## src/rtl/ifetch_unit.sv

```systemverilog
// Instruction-fetch stage: one outstanding request to a variable-latency imem,
// valid/ready output with a single skid entry, redirect flush and fetch timeout.
module ifetch_unit #(
  parameter int ADDR_W  = 32,
  parameter int DATA_W  = 32,
  parameter int TIMEOUT = 255
) (
  input  logic              clk,
  input  logic              reset,
  input  logic [ADDR_W-1:0] pcvalue,
  input  logic              flush,
  output logic              imem_req,
  output logic [ADDR_W-1:0] imem_addr,
  input  logic              imem_ack,
  input  logic [DATA_W-1:0] imem_rdata,
  output logic [DATA_W-1:0] inst,
  output logic [ADDR_W-1:0] inst_pc,
  output logic              inst_valid,
  input  logic              inst_ready,
  output logic              pc_stall,
  output logic              fetch_err,
  output logic [ADDR_W-1:0] err_addr
);

  localparam int CNT_W = $clog2(TIMEOUT + 1);
  localparam logic [CNT_W-1:0] CNT_MAX = CNT_W'(TIMEOUT);

  typedef enum logic [2:0] {IDLE, REQ, WAIT, DROP, HOLD, ERR} state_t;

  state_t              state_reg, state_next;
  logic [CNT_W-1:0]    cnt_reg, cnt_next, cnt_inc;
  logic [ADDR_W-1:0]   addr_reg, addr_next;
  logic [DATA_W-1:0]   inst_reg, inst_next;
  logic [ADDR_W-1:0]   inst_pc_reg, inst_pc_next;
  logic                inst_valid_reg, inst_valid_next;
  logic [DATA_W-1:0]   skid_data_reg, skid_data_next;
  logic [ADDR_W-1:0]   skid_pc_reg, skid_pc_next;
  logic                fetch_err_reg, fetch_err_next;
  logic [ADDR_W-1:0]   err_addr_reg, err_addr_next;
  logic                req_c, stall_c, flush_act, slot_free, expired;

  always_ff @(posedge clk or negedge reset) begin
    if (!reset) begin
      state_reg      <= IDLE;
      cnt_reg        <= '0;
      addr_reg       <= '0;
      inst_reg       <= '0;
      inst_pc_reg    <= '0;
      inst_valid_reg <= 1'b0;
      skid_data_reg  <= '0;
      skid_pc_reg    <= '0;
      fetch_err_reg  <= 1'b0;
      err_addr_reg   <= '0;
    end else begin
      state_reg      <= state_next;
      cnt_reg        <= cnt_next;
      addr_reg       <= addr_next;
      inst_reg       <= inst_next;
      inst_pc_reg    <= inst_pc_next;
      inst_valid_reg <= inst_valid_next;
      skid_data_reg  <= skid_data_next;
      skid_pc_reg    <= skid_pc_next;
      fetch_err_reg  <= fetch_err_next;
      err_addr_reg   <= err_addr_next;
    end
  end

  always_comb begin
    state_next      = state_reg;
    cnt_next        = cnt_reg;
    addr_next       = addr_reg;
    inst_next       = inst_reg;
    inst_pc_next    = inst_pc_reg;
    inst_valid_next = inst_valid_reg;
    skid_data_next  = skid_data_reg;
    skid_pc_next    = skid_pc_reg;
    fetch_err_next  = fetch_err_reg;
    err_addr_next   = err_addr_reg;
    req_c           = 1'b0;
    stall_c         = 1'b1;

    // ERR ignores redirects; reset also keeps the PC register held
    flush_act = flush & reset & (state_reg != ERR);
    slot_free = ~inst_valid_reg | inst_ready;
    cnt_inc   = (cnt_reg == CNT_MAX) ? cnt_reg : cnt_reg + CNT_W'(1);
    expired   = (cnt_inc == CNT_MAX);

    if (inst_valid_reg && inst_ready) inst_valid_next = 1'b0;

    unique case (state_reg)
      IDLE: state_next = REQ;
      REQ: begin
        if (pcvalue[1:0] != 2'b00) begin
          if (!flush_act) begin
            fetch_err_next = 1'b1;
            err_addr_next  = pcvalue;
            state_next     = ERR;
          end
        end else begin
          req_c      = 1'b1;
          addr_next  = pcvalue;
          cnt_next   = '0;
          state_next = flush_act ? DROP : WAIT;
        end
      end
      WAIT: begin
        if (imem_ack) begin
          if (flush_act) begin
            state_next = REQ;
          end else if (slot_free) begin
            inst_next       = imem_rdata;
            inst_pc_next    = addr_reg;
            inst_valid_next = 1'b1;
            stall_c         = 1'b0;
            state_next      = REQ;
          end else begin
            skid_data_next = imem_rdata;
            skid_pc_next   = addr_reg;
            state_next     = HOLD;
          end
        end else begin
          cnt_next = cnt_inc;
          if (expired) begin
            // a redirect makes the lost fetch irrelevant, so no error then
            if (flush_act) begin
              state_next = REQ;
            end else begin
              fetch_err_next = 1'b1;
              err_addr_next  = addr_reg;
              state_next     = ERR;
            end
          end else if (flush_act) begin
            state_next = DROP;
          end
        end
      end
      DROP: begin
        cnt_next = cnt_inc;
        if (imem_ack || expired) state_next = REQ;
      end
      HOLD: begin
        if (flush_act) begin
          state_next = REQ;
        end else if (inst_valid_reg && inst_ready) begin
          inst_next       = skid_data_reg;
          inst_pc_next    = skid_pc_reg;
          inst_valid_next = 1'b1;
          stall_c         = 1'b0;
          state_next      = REQ;
        end
      end
      ERR: state_next = ERR;
      default: state_next = IDLE;
    endcase

    if (flush_act) begin
      inst_valid_next = 1'b0;
      stall_c         = 1'b0;
    end
  end

  assign imem_req   = req_c;
  assign imem_addr  = req_c ? pcvalue : '0;
  assign pc_stall   = stall_c;
  assign inst       = inst_reg;
  assign inst_pc    = inst_pc_reg;
  assign inst_valid = inst_valid_reg;
  assign fetch_err  = fetch_err_reg;
  assign err_addr   = err_addr_reg;

endmodule

```

## config.mk

```make
export PLATFORM = sky130hd
export DESIGN_NAME = ifetch_unit
export DESIGN_NICKNAME = d
export VERILOG_FILES = /design/src/rtl/ifetch_unit.sv
export SDC_FILE = /design/constraint.sdc
export NUM_CORES = 1
export LEC_CHECK = 0
export CAP_MARGIN = 20
export CORE_MARGIN = 1
export CORE_UTILIZATION = 46
export DETAILED_ROUTE_END_ITERATION = 12
export GPL_ROUTABILITY_DRIVEN = 0
export PLACE_DENSITY_LB_ADDON = 0.05
export SYNTH_ARGS = -nofsm -noshare
export SYNTH_HDL_FRONTEND = slang
export SYNTH_SLANG_ARGS = --single-unit
export TNS_END_PERCENT = 50
```

## constraint.sdc

```tcl
create_clock -name clk -period 2.5 [get_ports clk]
set_input_delay 0.5 -clock clk [delete_from_list [all_inputs] [get_ports clk]]
set_output_delay 0.5 -clock clk [all_outputs]
set_load 0.05 [all_outputs]
```

==> reports/metrics.yaml <==
status: "finished clean"
clk_pin_slew_ps: 60
cp_slowest_cell: "dfrtp_2"
syn_area_per_cell_um2: 12.2
critPathKind: "flip-flop to primary output"
yosysWarnings: 0
holdBufCountCts: 0
setup_tns_ps: 0
cts.sinks: 205
ant_nets: 0
power_leakage_nw: 5.65
initial_core_util_pct: 47.0
grt_pass1_wl_um: 36500
synth-edff-count: 0
switching_share_pct: 42.0
multi_input_area_um2: 3860
dieArea_um2: 20500
cts_htree_levels: 1
grt_overflow: 0
cts-root-buf: "clkbuf_16"
cts_tree: "yes"
wl_per_cell_um: 18.3
critPathCaptureType: "primary output"
hp-class: "input port to async pin"
synth_cell_types: 48
clockPowerShare_pct: 20.8
setup_viol: 0
hpwlAfterDp_um: 14600
yosys_most_used_dff: "dfrtp_1"
critPathMaxStageDelay_ps: 460
drt_wl_total_um: 22600
async_flop_share_pct: 100
drtIter0Drc: 285
crit_fanout: 15
ios: 201
tightest_slew_ps: 1060
rows: 51
cts.path.max_buffers: 3
ys_seq_elements: 205
grt_pass1_vias: 7062
finalMaxSlewViolations: 0
nets: 1025
portBuffers: 198
diodes: 0
grt_setup_unrepaired: "yes"
num_vias: 6682
cp.arrival_ps: 1980
critical_path.most_common_cell: "buf_12"
comb_power_share_pct: 46.9
post-route-period-util_pct: 99.2
p_sw_mw: 6.58
drt-pass1-iter-count: 6
grt_usage_pct: 22.6
drive_gt1_share_pct: 24.0
crit_chain: "nor3b_4 > buf_4 > buf_12 > and3_2 > buf_12"
regArea_um2: 5130
max_freq_mhz: 403
avgViaCountPerCell: 5.41
n_fill_cell: 1448
startpoint_type: "flip-flop"
p_seq_share_pct: 32.3
final_hold_viol_count: 0
insertion_delay_ps: 500
synth_cells: 751
areaGrowthSynthToFinish_pct: 39.5
core_um2: 19500
syn-cell-area_um2: 9150
p_int_mw: 9.08
antenna_found_initial: 0
crit_required_ps: 2000
peakVddDrop_mv: 0.818
cts_buffers: 23
slew-limit-headroom_pct: 29.6
maxCapViolCount: 0
power-per-cell-area_nw_per_um2: 1230
grt_max_degree: 206
skew_ps: 12.4
die_w_um: 143
p_total_mw: 15.7
layout_min_cycle_time_ps: 2480
die_height_um: 143
drc: 0
seq_area_frac_synth_pct: 56.1
-- power groups by stage --
stage | sequential (mW) | combinational, mW | clock (mW)
6_report | 5.06 | 7.34 | 3.26
5_1_grt | 5.20 | 7.75 | 3.48
4_1_cts | 5.06 | 7.36 | 3.34
3_5_place_dp | 5.13 | 7.15 | 0
3_3_place_gp | 5.07 | 7.05 | 0
2_1_floorplan | 7.58 | 2.09 | 0
-- per-stage QoR --
| step | util, % | std cells | instance area (um^2) | setup slack [ps] | hold WS [ps] |
|---|---|---|---|---|---|
| finish | 65.6 | 1235 | 12800 | 20.6 | 263 |
| CTS | 65.4 | 1233 | 12700 | 3.63 | 344 |
| floorplan | - | 752 | 9150 | 23.8 | 204 |
| detailed placement | 61.0 | 1187 | 11900 | 56.0 | 477 |
| global route | 65.6 | 1235 | 12800 | -17.3 | 380 |
| global placement | 61.0 | 1187 | 11900 | 145 | 460 |
-- metal layers --
metal,vias up,track usage [%],wire (um),share of wire (%)
met5,-,0,0,0
met4,0,6.85,468,2.1
met3,43,5.57,1690,7.5
met2,239,39.6,11200,50
met1,3315,27.4,9230,41
li1,3085,-,-,-
-- layout make-up --
cell class / count / share of cell area, %
tap: 265 / 2.60
inverter: 4 / 0.118
multi-input combinational: 489 / 30.2
sequential: 205 / 40.2
clock buffer: 34 / 5.30
clock inverter: 6 / 0.461
timing repair buffer: 232 / 21.1
-- repair_timing --
item,CTS,global route
gates resized for setup,22,7
setup buffers,5,2
gates cloned,1,0
endpoints found under the setup margin,32,38
pin swaps,1,1
-- cell usage after synthesis (all sizes together) (2+ instances only) --
cell | number | area (um^2)
o21ai | 10 | 50.1
nor3b | 4 | 35.0
nor3 | 3 | 15.0
a41o | 2 | 20.0
a31oi | 4 | 25.0
nor2b | 3 | 18.8
xnor2 | 2 | 17.5
nor2 | 74 | 278
and3 | 32 | 200
and2 | 5 | 31.3
nand2b | 4 | 25.0
a31o | 2 | 17.5
or2 | 2 | 12.5
mux2i | 65 | 651
inv | 4 | 15.0
nand4 | 2 | 12.5
or3 | 2 | 12.5
a21oi | 76 | 380
clkbuf | 25 | 93.8
a21o | 31 | 233
buf | 29 | 169
o31a | 2 | 17.5
nand2 | 11 | 41.3
mux2 | 129 | 1450
dfrtp | 205 | 5130
nand3 | 5 | 25.0
-- cells by family after synthesis --
group / synth area share (%)
AND/OR/NAND/NOR: 8.02
adder cells (fa/ha/maj): 0.137
multiplexers: 23.0
XOR/XNOR: 0.192
buffers and inverters: 3.04
AO/OA/AOI/OAI: 9.49
flip-flops: 56.1
other: 0.0410
-- path summary, 6_finish.rpt --
kind                               from              end  slack, ps  depth (start not counted)
max                        state_reg[2]    imem_addr[25]         20                          5
min                               reset       inst_valid        260                          2
max reg2reg                  cnt_reg[0]     err_addr[20]        100                          7
min reg2reg                 err_addr[5]      err_addr[5]        490                          1
max in group asynchronous         reset  skid_pc_reg[23]       1500                          2
min in group clk            err_addr[5]      err_addr[5]        490                          1
-- placed cells by master, fill, tap and decap left out, drive strengths merged, types with 5 or more instances in the layout --
master         count
nand3              5
clkdlybuf4s50    165
nor2              74
and2               5
dfrtp            205
a21o              31
clkbuf            35
and3              32
inv                5
nand2             11
mux2             129
buf               66
a21oi             76
mux2i             65
o21ai             10
-- worst max-delay path: cells and delay by family, from the launching register on --
kind / cells / cell delay (ps)
simple gates: 2 / 520
buf+inv: 3 / 490
flops: 1 / 460
Power figures use the tool's default switching activity.
